$ cat src/rtl/mmio_pkg.sv
// Shared definitions for mmio_uart_bridge: IO window, register offsets, STATUS layout, TX states.
// Optional build macro: MMIO_UART_PARITY_EN adds an even-parity bit to every frame.
package mmio_pkg;

    localparam logic [31:0] IO_BASE     = 32'hFFFF_0000;
    localparam logic [3:0]  OFF_PORTOUT = 4'h0;
    localparam logic [3:0]  OFF_PORTIN  = 4'h4;
    localparam logic [3:0]  OFF_TXDATA  = 4'h8;
    localparam logic [3:0]  OFF_STATUS  = 4'hC;

    localparam int ST_BUSY      = 0;
    localparam int ST_FULL      = 1;
    localparam int ST_EMPTY     = 2;
    localparam int ST_OVF       = 3;
    localparam int ST_COUNT_LSB = 4;
    localparam int ST_COUNT_MSB = 8;

    typedef enum logic [2:0] {
        TX_IDLE   = 3'd0,
        TX_START  = 3'd1,
        TX_DATA   = 3'd2,
`ifdef MMIO_UART_PARITY_EN
        TX_PARITY = 3'd3,
`endif
        TX_STOP   = 3'd4
    } tx_state_t;

`ifdef MMIO_UART_PARITY_EN
    function automatic logic even_parity(input logic [7:0] d);
        return ^d;
    endfunction
`endif

endpackage

$ cat src/rtl/uart_tx_fifo.sv
// Byte FIFO feeding the UART transmitter; a push into a full FIFO succeeds only alongside a pop.
module uart_tx_fifo import mmio_pkg::*; #(
    parameter int FIFO_DEPTH = 4
) (
    input  logic                         clk,
    input  logic                         reset,
    input  logic                         push,
    input  logic                         pop,
    input  logic [7:0]                   wdata,
    output logic [7:0]                   rdata,
    output logic                         full,
    output logic                         empty,
    output logic [$clog2(FIFO_DEPTH):0]  count
);

    localparam int AW = $clog2(FIFO_DEPTH);
    localparam int CW = AW + 1;
    localparam logic [CW-1:0] DEPTH_C = FIFO_DEPTH[CW-1:0];

    logic [7:0]    mem_q [FIFO_DEPTH];
    logic [7:0]    mem_d [FIFO_DEPTH];
    logic [AW-1:0] wr_ptr_q, wr_ptr_d;
    logic [AW-1:0] rd_ptr_q, rd_ptr_d;
    logic [CW-1:0] count_q, count_d;
    logic          do_push_s;
    logic          do_pop_s;

    assign full  = (count_q == DEPTH_C);
    assign empty = (count_q == {CW{1'b0}});
    assign count = count_q;
    assign rdata = mem_q[rd_ptr_q];

    // Accept/pop qualification, pointer wrap and occupancy update.
    always_comb begin
        do_pop_s  = pop && !empty;
        do_push_s = push && (!full || do_pop_s);
        mem_d     = mem_q;
        wr_ptr_d  = wr_ptr_q;
        rd_ptr_d  = rd_ptr_q;
        count_d   = count_q;
        if (do_push_s) begin
            mem_d[wr_ptr_q] = wdata;
            wr_ptr_d        = wr_ptr_q + AW'(1);
        end else begin
            wr_ptr_d = wr_ptr_q;
        end
        if (do_pop_s) begin
            rd_ptr_d = rd_ptr_q + AW'(1);
        end else begin
            rd_ptr_d = rd_ptr_q;
        end
        case ({do_push_s, do_pop_s})
            2'b10:   count_d = count_q + CW'(1);
            2'b01:   count_d = count_q - CW'(1);
            default: count_d = count_q;
        endcase
    end

    // FIFO state registers.
    always_ff @(posedge clk or posedge reset) begin
        if (reset) begin
            mem_q    <= '{default: 8'd0};
            wr_ptr_q <= {AW{1'b0}};
            rd_ptr_q <= {AW{1'b0}};
            count_q  <= {CW{1'b0}};
        end else begin
            mem_q    <= mem_d;
            wr_ptr_q <= wr_ptr_d;
            rd_ptr_q <= rd_ptr_d;
            count_q  <= count_d;
        end
    end

endmodule

$ cat src/rtl/mmio_uart_bridge.sv
// Memory-mapped IO block: output port, synchronized input port and a FIFO-buffered UART transmitter.
// Define MMIO_UART_PARITY_EN to insert an even-parity bit between the data bits and the stop bit.
module mmio_uart_bridge import mmio_pkg::*; #(
    parameter int CLKS_PER_BIT = 434,
    parameter int FIFO_DEPTH   = 4
) (
    input  logic        clk,
    input  logic        reset,
    input  logic [31:0] Address,
    input  logic [31:0] WriteData,
    input  logic        MemWrite,
    input  logic        MemRead,
    output logic [31:0] ReadData,
    output logic        IoHit,
    input  logic [7:0]  PortIn,
    output logic [31:0] PortOut,
    output logic        UartTx
);

    localparam int          CW         = $clog2(FIFO_DEPTH) + 1;
    localparam int          RELOAD_I   = CLKS_PER_BIT - 1;
    localparam logic [15:0] BIT_RELOAD = RELOAD_I[15:0];

    logic [31:0]   portout_q, portout_d;
    logic [7:0]    sync1_q, sync1_d;
    logic [7:0]    sync2_q, sync2_d;
    logic          ovf_q, ovf_d;
    tx_state_t     state_q, state_d;
    logic [15:0]   cnt_q, cnt_d;
    logic [2:0]    bit_q, bit_d;
    logic [7:0]    shift_q, shift_d;
    logic          tx_q, tx_d;
`ifdef MMIO_UART_PARITY_EN
    logic          par_q, par_d;
`endif

    logic          io_hit_s;
    logic          wr_s;
    logic          push_s;
    logic          pop_s;
    logic          load_s;
    logic          fifo_full_s;
    logic          fifo_empty_s;
    logic [CW-1:0] fifo_count_s;
    logic [7:0]    fifo_rdata_s;
    logic [31:0]   status_s;

    assign io_hit_s = (Address[31:4] == IO_BASE[31:4]);
    assign wr_s     = MemWrite && io_hit_s;
    assign IoHit    = io_hit_s;
    assign PortOut  = portout_q;
    assign UartTx   = tx_q;

    uart_tx_fifo #(
        .FIFO_DEPTH (FIFO_DEPTH)
    ) u_fifo (
        .clk   (clk),
        .reset (reset),
        .push  (push_s),
        .pop   (pop_s),
        .wdata (WriteData[7:0]),
        .rdata (fifo_rdata_s),
        .full  (fifo_full_s),
        .empty (fifo_empty_s),
        .count (fifo_count_s)
    );

    // STATUS register image.
    always_comb begin
        status_s                            = 32'd0;
        status_s[ST_COUNT_MSB:ST_COUNT_LSB] = 5'(fifo_count_s);
        status_s[ST_OVF]                    = ovf_q;
        status_s[ST_EMPTY]                  = fifo_empty_s;
        status_s[ST_FULL]                   = fifo_full_s;
        status_s[ST_BUSY]                   = (state_q != TX_IDLE);
    end

    // Load data mux; address bits [1:0] are don't-care within each word.
    always_comb begin
        ReadData = 32'd0;
        if (io_hit_s && MemRead) begin
            casez (Address[3:0])
                {OFF_PORTOUT[3:2], 2'b??}: ReadData = portout_q;
                {OFF_PORTIN[3:2],  2'b??}: ReadData = {24'd0, sync2_q};
                {OFF_STATUS[3:2],  2'b??}: ReadData = status_s;
                default:                   ReadData = 32'd0;
            endcase
        end else begin
            ReadData = 32'd0;
        end
    end

    // Store decode, input synchronizer and sticky overflow.
    always_comb begin
        portout_d = portout_q;
        push_s    = 1'b0;
        ovf_d     = ovf_q;
        sync1_d   = PortIn;
        sync2_d   = sync1_q;
        if (wr_s) begin
            casez (Address[3:0])
                {OFF_PORTOUT[3:2], 2'b??}: portout_d = WriteData;
                {OFF_TXDATA[3:2],  2'b??}: push_s    = 1'b1;
                {OFF_STATUS[3:2],  2'b??}: ovf_d     = 1'b0;
                default:                   push_s    = 1'b0;
            endcase
        end else begin
            push_s = 1'b0;
        end
        if (push_s && fifo_full_s && !pop_s) begin
            ovf_d = 1'b1;
        end else begin
            ovf_d = ovf_d;
        end
    end

    // Transmit FSM: every non-idle state holds for CLKS_PER_BIT cycles via the down-counter.
    always_comb begin
        state_d = state_q;
        cnt_d   = cnt_q;
        bit_d   = bit_q;
        shift_d = shift_q;
        load_s  = 1'b0;
        pop_s   = 1'b0;
`ifdef MMIO_UART_PARITY_EN
        par_d   = par_q;
`endif
        case (state_q)
            TX_IDLE: begin
                load_s = !fifo_empty_s;
            end
            TX_START: begin
                if (cnt_q == 16'd0) begin
                    state_d = TX_DATA;
                    cnt_d   = BIT_RELOAD;
                    bit_d   = 3'd0;
                end else begin
                    cnt_d = cnt_q - 16'd1;
                end
            end
            TX_DATA: begin
                if (cnt_q == 16'd0) begin
                    cnt_d = BIT_RELOAD;
                    if (bit_q == 3'd7) begin
`ifdef MMIO_UART_PARITY_EN
                        state_d = TX_PARITY;
`else
                        state_d = TX_STOP;
`endif
                    end else begin
                        bit_d   = bit_q + 3'd1;
                        shift_d = {1'b0, shift_q[7:1]};
                    end
                end else begin
                    cnt_d = cnt_q - 16'd1;
                end
            end
`ifdef MMIO_UART_PARITY_EN
            TX_PARITY: begin
                if (cnt_q == 16'd0) begin
                    state_d = TX_STOP;
                    cnt_d   = BIT_RELOAD;
                end else begin
                    cnt_d = cnt_q - 16'd1;
                end
            end
`endif
            TX_STOP: begin
                if (cnt_q == 16'd0) begin
                    load_s  = !fifo_empty_s;
                    state_d = TX_IDLE;
                end else begin
                    cnt_d = cnt_q - 16'd1;
                end
            end
            default: begin
                state_d = TX_IDLE;
                cnt_d   = 16'd0;
            end
        endcase

        // Back-to-back frames reuse this path straight out of STOP.
        if (load_s) begin
            pop_s   = 1'b1;
            state_d = TX_START;
            cnt_d   = BIT_RELOAD;
            bit_d   = 3'd0;
            shift_d = fifo_rdata_s;
`ifdef MMIO_UART_PARITY_EN
            par_d   = even_parity(fifo_rdata_s);
`endif
        end else begin
            pop_s = 1'b0;
        end

        case (state_d)
            TX_START:  tx_d = 1'b0;
            TX_DATA:   tx_d = shift_d[0];
`ifdef MMIO_UART_PARITY_EN
            TX_PARITY: tx_d = par_d;
`endif
            default:   tx_d = 1'b1;
        endcase
    end

    // Bridge state registers; reset aborts any frame with the line forced idle.
    always_ff @(posedge clk or posedge reset) begin
        if (reset) begin
            portout_q <= 32'd0;
            sync1_q   <= 8'd0;
            sync2_q   <= 8'd0;
            ovf_q     <= 1'b0;
            state_q   <= TX_IDLE;
            cnt_q     <= 16'd0;
            bit_q     <= 3'd0;
            shift_q   <= 8'd0;
            tx_q      <= 1'b1;
`ifdef MMIO_UART_PARITY_EN
            par_q     <= 1'b0;
`endif
        end else begin
            portout_q <= portout_d;
            sync1_q   <= sync1_d;
            sync2_q   <= sync2_d;
            ovf_q     <= ovf_d;
            state_q   <= state_d;
            cnt_q     <= cnt_d;
            bit_q     <= bit_d;
            shift_q   <= shift_d;
            tx_q      <= tx_d;
`ifdef MMIO_UART_PARITY_EN
            par_q     <= par_d;
`endif
        end
    end

endmodule

$ cat config.mk
export PLATFORM = sky130hd
export DESIGN_NAME = mmio_uart_bridge
export DESIGN_NICKNAME = d
export VERILOG_FILES = /design/src/rtl/mmio_pkg.sv /design/src/rtl/uart_tx_fifo.sv /design/src/rtl/mmio_uart_bridge.sv
export SDC_FILE = /design/constraint.sdc
export NUM_CORES = 1
export LEC_CHECK = 0
export CORE_MARGIN = 3
export CORE_UTILIZATION = 45
export CTS_CLUSTER_DIAMETER = 40
export DETAILED_ROUTE_END_ITERATION = 8
export PLACE_DENSITY = 0.79
export SYNTH_ARGS = -nofsm -noshare
export SYNTH_HDL_FRONTEND = slang
export SYNTH_SLANG_ARGS = --single-unit
$ cat constraint.sdc
create_clock -name clk -period 4.8 [get_ports clk]
set_input_delay 0.72 -clock clk [delete_from_list [all_inputs] [get_ports clk]]
set_output_delay 0.72 -clock clk [all_outputs]
set_load 0.02 [all_outputs]
==> impl_metrics.py, run 1 <==
metrics = {
    "run_status": {
        "status": "complete, no violations",
    },
    "global_routing": {
        "grt_pass1_vias": 4731,
        "grt-ovfl-total": 0,
        "antenna_found_initial": 0,
        "grt_usage_pct": 20.9,
        "grt_max_degree": 87,
        "grt_pass1_wl_um": 23500,
    },
    "sta": {
        "skew_ns": 0.00558,
        "clock.fmax_mhz": 237,
        "slew_headroom_pct": 30.5,
        "hold_viol_final": 0,
        "fin_tns_setup_ns": 0,
        "fin_crit_sh_pct": 87.9,
        "finalMaxSlewViolations": 0,
        "rsz0062_at_grt": "false",
        "period_minus_slack_ns": 4.22,
        "tightest_slew_ns": 1.04,
        "setup_violations": 0,
    },
    "cts": {
        "clk_latency_ns": 0.41,
        "cts_setup_buffers": 0,
        "numCtsBuffers": 17,
        "cts_root_buf": "clkbuf_16",
        "cts_hold_buf": 0,
        "clockBufferDepth": 2,
        "htreeDepth": 4,
        "path_clk_slew_ns": 0.05,
        "cts_resized": 0,
        "cts_tree": "built",
        "cts_sinks": 119,
    },
    "synthesis": {
        "yosysTopAreaCellShare_pct": 50.9,
        "syn-num-nets": 564,
        "synth_area_sq_um": 5800,
        "synth-edff-count": 0,
        "synthTopCellsByArea": "dfrtp_1, mux2_2, mux4_2",
        "synth.distinct_cells": 65,
        "synth.avg_cell_area_sq_um": 12.1,
        "yosysWarnings": 0,
        "yosys.area.top_type": "dfrtp_1",
        "synthCells": 479,
        "synthArstFlopShare_pct": 100,
        "ys_ff_latch": 119,
        "synth-main-ff-cell": "dfrtp_1",
        "synth_seq_area_share_pct": 51.4,
    },
    "worst_setup_path": {
        "path_max_fanout": 24,
        "worst_ep_required_time_ns": 4.08,
        "r2r_cells": 14,
        "endpoint_kind": "output port",
        "arrival_ns": 3.50,
        "crit_type": "in2out",
        "cp-start-kind": "input port",
    },
    "final_layout": {
        "regArea_sq_um": 2980,
        "stdcell_count": 799,
        "drive_gt1_share_pct": 20.3,
        "n_fill_cell": 951,
        "multi_input_area_sq_um": 2690,
        "antenna_cells": 0,
        "final_nets": 703,
        "synthToLayoutAreaGrowth_pct": 36.9,
    },
    "power_and_ir_drop": {
        "power.leakage_uw": 0.00348,
        "power_density_nw_per_um2": 298,
        "peakVddDrop_mv": 0.246,
    },
    "routing": {
        "post_drt_wl_per_cell_um": 18.2,
        "via_count": 4392,
        "drtAntennaViolNets": 0,
        "vias_per_cell": 5.50,
        "wl_um": 14600,
        "drt-initial-drc-count": 197,
        "drc": 0,
        "firstDrtPassIters": 4,
    },
    "floorplanning": {
        "start_util_pct": 47.1,
        "die-width_um": 120,
        "dieHeight_um": 120,
        "core_sq_um": 12300,
        "io_pins": 142,
        "rows": 40,
        "dieArea_sq_um": 14300,
    },
    "run": {
        "max_cap_viol_count": 0,
    },
    "hold_path": {
        "min_path_cells": 0,
        "min_path_type": "reg2reg",
    },
    "placed_design": {
        "hpwlAfterDp_um": 10500,
        "gp_congestion": 0.881,
        "port_buffers": 139,
        "dp.cells": 767,
    },
}
==> logic make-up after synthesis <==
family | Yosys count | share of synthesized area (%)
AO/OA/AOI/OAI | 82 | 9.37
XOR/XNOR | 9 | 1.36
adder cells (fa/ha/maj) | 10 | 2.24
buffers and inverters | 36 | 2.37
flip-flops | 119 | 51.4
multiplexers | 85 | 17.9
AND/OR/NAND/NOR | 138 | 15.4
==> sequential cells by signal, summed over array words and instances, names as in the netlist, 8 cells and up <==
name	count
PortOut	32
u_fifo.mem_q	32
cnt_q	16
shift_q	8
sync1_q	8
sync2_q	8
==> per-stage QoR <==
step                      hold slack (ns)  instance area [sq um]  util (%)  worst slack [ns]  total power [uW]
after floorplan                     0.331                   5800         -             0.924              1080
after global placement              0.332                   7360      59.8             0.715              1160
after detailed placement            0.335                   7360      59.8             0.622              1160
after CTS                           0.350                   7940      64.5             0.577              2390
after global routing                0.356                   7940      64.5             0.368              2450
final                               0.348                   7940      64.5             0.581              2370
==> synthesized netlist by cell type, types with 3 or more instances <==
master	n
and2_1	24
nand2b_1	9
mux2_2	63
and3_1	3
nor4_1	9
mux2_1	5
mux2i_1	9
nand2_1	10
or4_1	3
nor2b_1	5
or3_1	5
dfrtp_1	118
a22oi_1	4
nand4_4	4
a211oi_1	8
nand3_1	12
nor3_1	9
ha_1	8
xnor2_1	5
a31oi_1	8
nand4b_1	4
clkbuf_1	18
a22o_1	4
buf_1	6
o31ai_1	3
mux4_2	8
nor2_1	25
xor2_1	4
a21oi_1	16
inv_1	10
o21ai_0	21
==> power by group <==
part           total (uW)  switching [uW]  leakage, uW  internal, uW
combinational         127            58.0      0.00158          68.8
sequential           1020            3.59      0.00162          1010
clock                1220             485     0.000274           738
total                2370             547      0.00348          1820
==> critical path: stages <==
cell and delay (ns):
clkdlybuf4s50_1 0.41, nand4b_1 0.18, nor4_1 0.48, and3_1 0.37, nor4bb_2 0.25, buf_4 0.28, and2_1 0.17, clkdlybuf4s50_1 0.63
==> metal layers <==
layer / vias up / wire length, um / share of wire, % / GRT usage, %
li1: 2042 / - / - / -
met1: 2194 / 5760 / 39 / 23.7
met2: 138 / 7590 / 52 / 36.2
met3: 18 / 1020 / 7.0 / 8.44
met4: 0 / 204 / 1.4 / 6.16
met5: - / 0 / 0 / 0
==> path summary, 6_finish.rpt <==
check | endpoint | from | slack [ns]
max in group asynchronous | UartTx | reset | 3.02
min in group asynchronous | state_q[2] | reset | 0.91
max | ReadData[15] | Address[12] | 0.58
min | sync2_q[5] | sync1_q[5] | 0.35
min reg2reg | sync2_q[5] | sync1_q[5] | 0.35
max reg2reg | u_fifo.count[2] | cnt_q[0] | 0.95
==> final cells by class <==
type / instances / share of cell area, %
Clock buffer: 18 / 5.53
Clock inverter: 14 / 1.76
Inverter: 10 / 0.504
Multi-Input combinational cell: 324 / 33.8
Sequential cell: 119 / 37.5
Tap cell: 168 / 2.65
Timing Repair Buffer: 146 / 18.2
==> cell usage in the layout, fill, tap and decap left out, types with 4 or more instances in the layout <==
master / synthesis / layout
a211oi_1: 8 / 8
clkdlybuf4s50_1: 0 / 139
xnor2_1: 5 / 5
mux2_1: 5 / 5
dfrtp_1: 118 / 118
a22o_1: 4 / 4
and2_1: 24 / 24
nand3_1: 12 / 12
nor2_1: 25 / 25
buf_4: 0 / 7
nand4_4: 4 / 4
or3_1: 5 / 5
a31oi_1: 8 / 8
nand2b_1: 9 / 9
clkbuf_16: 0 / 17
inv_1: 10 / 9
nand2_1: 10 / 10
inv_6: 0 / 4
mux2_2: 63 / 63
o21ai_0: 21 / 21
ha_1: 8 / 8
mux2i_1: 9 / 9
nand4b_1: 4 / 4
a22oi_1: 4 / 4
xor2_1: 4 / 4
nor2b_1: 5 / 5
nor4_1: 9 / 9
nor3_1: 9 / 9
clkinvlp_4: 0 / 4
a21oi_1: 16 / 16
mux4_2: 8 / 8
No activity file was read; power rests on OpenSTA's default activity.
==> inputs of run 2 (changes only) <==
--- a/config.mk
+++ b/config.mk
@@ -10,6 +10,8 @@
 export CTS_CLUSTER_DIAMETER = 40
 export DETAILED_ROUTE_END_ITERATION = 8
 export PLACE_DENSITY = 0.79
+export SETUP_SLACK_MARGIN = 0.2
 export SYNTH_ARGS = -nofsm -noshare
 export SYNTH_HDL_FRONTEND = slang
 export SYNTH_SLANG_ARGS = --single-unit
+export TNS_END_PERCENT = 100
==> results of run 2 <==
Same layout as run 1: the final DEF is identical, and so are final timing and power.
==> inputs of run 3 (changes only) <==
--- a/config.mk
+++ b/config.mk
@@ -11,6 +11,7 @@
 export DETAILED_ROUTE_END_ITERATION = 8
 export PLACE_DENSITY = 0.79
 export SETUP_SLACK_MARGIN = 0.2
+export SKIP_LAST_GASP = 1
 export SYNTH_ARGS = -nofsm -noshare
 export SYNTH_HDL_FRONTEND = slang
 export SYNTH_SLANG_ARGS = --single-unit
==> constraint.sdc (replaced) <==
create_clock -name clk -period 4.8 [get_ports clk]
set_input_delay 0.72 -clock clk [delete_from_list [all_inputs] [get_ports clk]]
set_output_delay 0.72 -clock clk [all_outputs]
set_load 0.01 [all_outputs]
==> run 3 against run 2 <==
Compared with the run above: highest routed layer unchanged; sequential share of layout area fell by 0.36 points; first-iteration DRC count rose by 12%; global-route usage rose by 0.71 points; power rose by 6.5%; via count rose by 1.3%; clock power rose by 13%; die area did not move; final area rose by 0.98%.
==> impl_metrics.py, run 3 (same netlist as run 1, synthesis figures left out) <==
metrics = {
    "power_and_ir_drop": {
        "peakVddDrop_mv": 0.318,
        "p_int_uw": 1970,
        "p_sw_share_pct": 22.0,
        "p_seq_share_pct": 40.3,
        "power_density_nw_per_um2": 314,
        "power_frac_clock_pct": 54.6,
        "fin_total_pwr_uw": 2520,
        "power.leakage_uw": 0.00352,
        "power_frac_comb_pct": 5.1,
        "p_sw_uw": 554,
    },
    "global_routing": {
        "grt_pass1_vias": 4856,
        "grt_usage_pct": 21.6,
        "grt_pass1_wl_um": 24500,
        "antenna_found_initial": 0,
        "grt-ovfl-total": 0,
        "grt_max_degree": 61,
    },
    "cts": {
        "cts_root_buf": "clkbuf_16",
        "cts_resized": 0,
        "clk_latency_ns": 0.41,
        "htreeDepth": 4,
        "clockBufferDepth": 2,
        "path_clk_slew_ns": 0.06,
        "cts_tree": "built",
        "numCtsBuffers": 17,
        "cts_hold_buf": 0,
        "cts_setup_buffers": 0,
        "cts_sinks": 119,
    },
    "final_layout": {
        "multi_input_area_sq_um": 2690,
        "layout_commonest_cell": "clkdlybuf4s50_1",
        "regArea_sq_um": 2980,
        "final_cell_area_sq_um": 8020,
        "final_nets": 705,
        "stdcell_count": 801,
        "synthToLayoutAreaGrowth_pct": 38.3,
        "final_cell_mix": "clkdlybuf4s50_1, dfrtp_1, mux2_2",
        "drive_gt1_share_pct": 20.5,
        "n_fill_cell": 931,
        "antenna_cells": 0,
    },
    "routing": {
        "wl_um": 14700,
        "firstDrtPassIters": 4,
        "drtAntennaViolNets": 0,
        "drc": 0,
        "vias_per_cell": 5.56,
        "via_count": 4451,
        "post_drt_wl_per_cell_um": 18.3,
        "drt-initial-drc-count": 221,
    },
    "hold_path": {
        "holdCritStartpoint": "sync1_q[0]",
        "min_path_cells": 0,
        "min_to": "sync2_q[0]",
        "min_path_type": "reg2reg",
    },
    "sta": {
        "slew_headroom_pct": 35.7,
        "setup_violations": 0,
        "fin_crit_sh_pct": 86.0,
        "clock.fmax_mhz": 242,
        "period_minus_slack_ns": 4.13,
        "fin_tns_setup_ns": 0,
        "rsz0062_at_grt": "false",
        "hold_viol_final": 0,
        "skew_ns": 0.0105,
        "tightest_slew_ns": 0.964,
        "finalMaxSlewViolations": 0,
    },
    "floorplanning": {
        "rows": 40,
        "dieHeight_um": 120,
        "core_sq_um": 12300,
        "io_pins": 142,
        "start_util_pct": 47.1,
        "dieArea_sq_um": 14300,
        "die-width_um": 120,
    },
    "worst_setup_path": {
        "endpoint_kind": "output port",
        "critPathTopFamily": "simple AND/OR/NAND/NOR gates",
        "crit_type": "in2out",
        "path_buf_inv": 2,
        "r2r_setup_slack_ns": 0.92,
        "path_cells": "clkdlybuf4s50_1 > nand4b_1 > nor4_1 > and3_1 > nand3b_1 > a211oi_1 > clkdlybuf4s50_1",
        "cp-start-kind": "input port",
        "reg2reg_from": "cnt_q[0]",
        "crit_slowest_cell": "clkdlybuf4s50_1",
        "r2r-end": "u_fifo.count[2]",
        "r2r_cells": 14,
        "arrival_ns": 3.41,
        "path_max_fanout": 7,
        "worst_ep_required_time_ns": 4.08,
        "max_stage_delay_ns": 0.62,
        "cp_common_cell": "clkdlybuf4s50_1",
    },
    "placed_design": {
        "placed_area_sq_um": 7380,
        "gp_congestion": 0.880,
        "dp.cells": 769,
        "port_buffers": 139,
        "hpwlAfterDp_um": 10600,
    },
    "run": {
        "max_cap_viol_count": 0,
    },
    "run_status": {
        "status": "complete, no violations",
    },
}
==> run 3: changes by cell type in the layout (fill, tap and decap cells not counted), sizes merged <==
cell,change
buf,+2
bufinv,+3
inv,+1
clkinvlp,-2
clkinv,-1
clkbuf,-1
==> run 3: final cells by class <==
type	count	area share [%]
Timing Repair Buffer	148	18.2
Tap cell	168	2.62
Sequential cell	119	37.2
Clock inverter	15	2.70
Clock buffer	17	5.31
Multi-Input combinational cell	324	33.5
Inverter	10	0.499
==> run 3: power by group through the flow <==
| stage | combinational (uW) | sequential [uW] | clock, uW |
|---|---|---|---|
| final | 128 | 1020 | 1380 |
| after global routing | 140 | 1020 | 1450 |
| after CTS | 129 | 1020 | 1390 |
| after detailed placement | 128 | 1030 | 0 |
| after global placement | 125 | 1030 | 0 |
| after floorplan | 48.7 | 1030 | 0 |
==> run 3: through the flow <==
stage | hold WS (ns) | worst slack [ns] | util (%)
finish | 0.348 | 0.674 | 65.1
global route | 0.354 | 0.455 | 65.1
CTS | 0.350 | 0.660 | 65.1
detailed placement | 0.336 | 0.693 | 59.9
global placement | 0.331 | 0.797 | 59.9
floorplan | 0.331 | 0.924 | -
==> run 3: worst max path at each step <==
stage	cells after the start	slack (ns)	start	to
after floorplan	1	0.92	reset	PortOut[0]
after global placement	8	0.80	Address[6]	ReadData[25]
after detailed placement	8	0.69	Address[12]	ReadData[25]
after CTS	7	0.66	Address[12]	ReadData[1]
after global routing	7	0.46	Address[12]	ReadData[1]
final	7	0.67	Address[12]	ReadData[1]
==> run 3: per-layer routing <==
layer  vias to the layer above  GRT usage, %  wire length, um
met5                         -             0                0
met4                         0          5.51              170
met3                        13          7.07              985
met2                       147          37.8             7640
met1                      2242          25.6             5900
li1                       2049             -                -
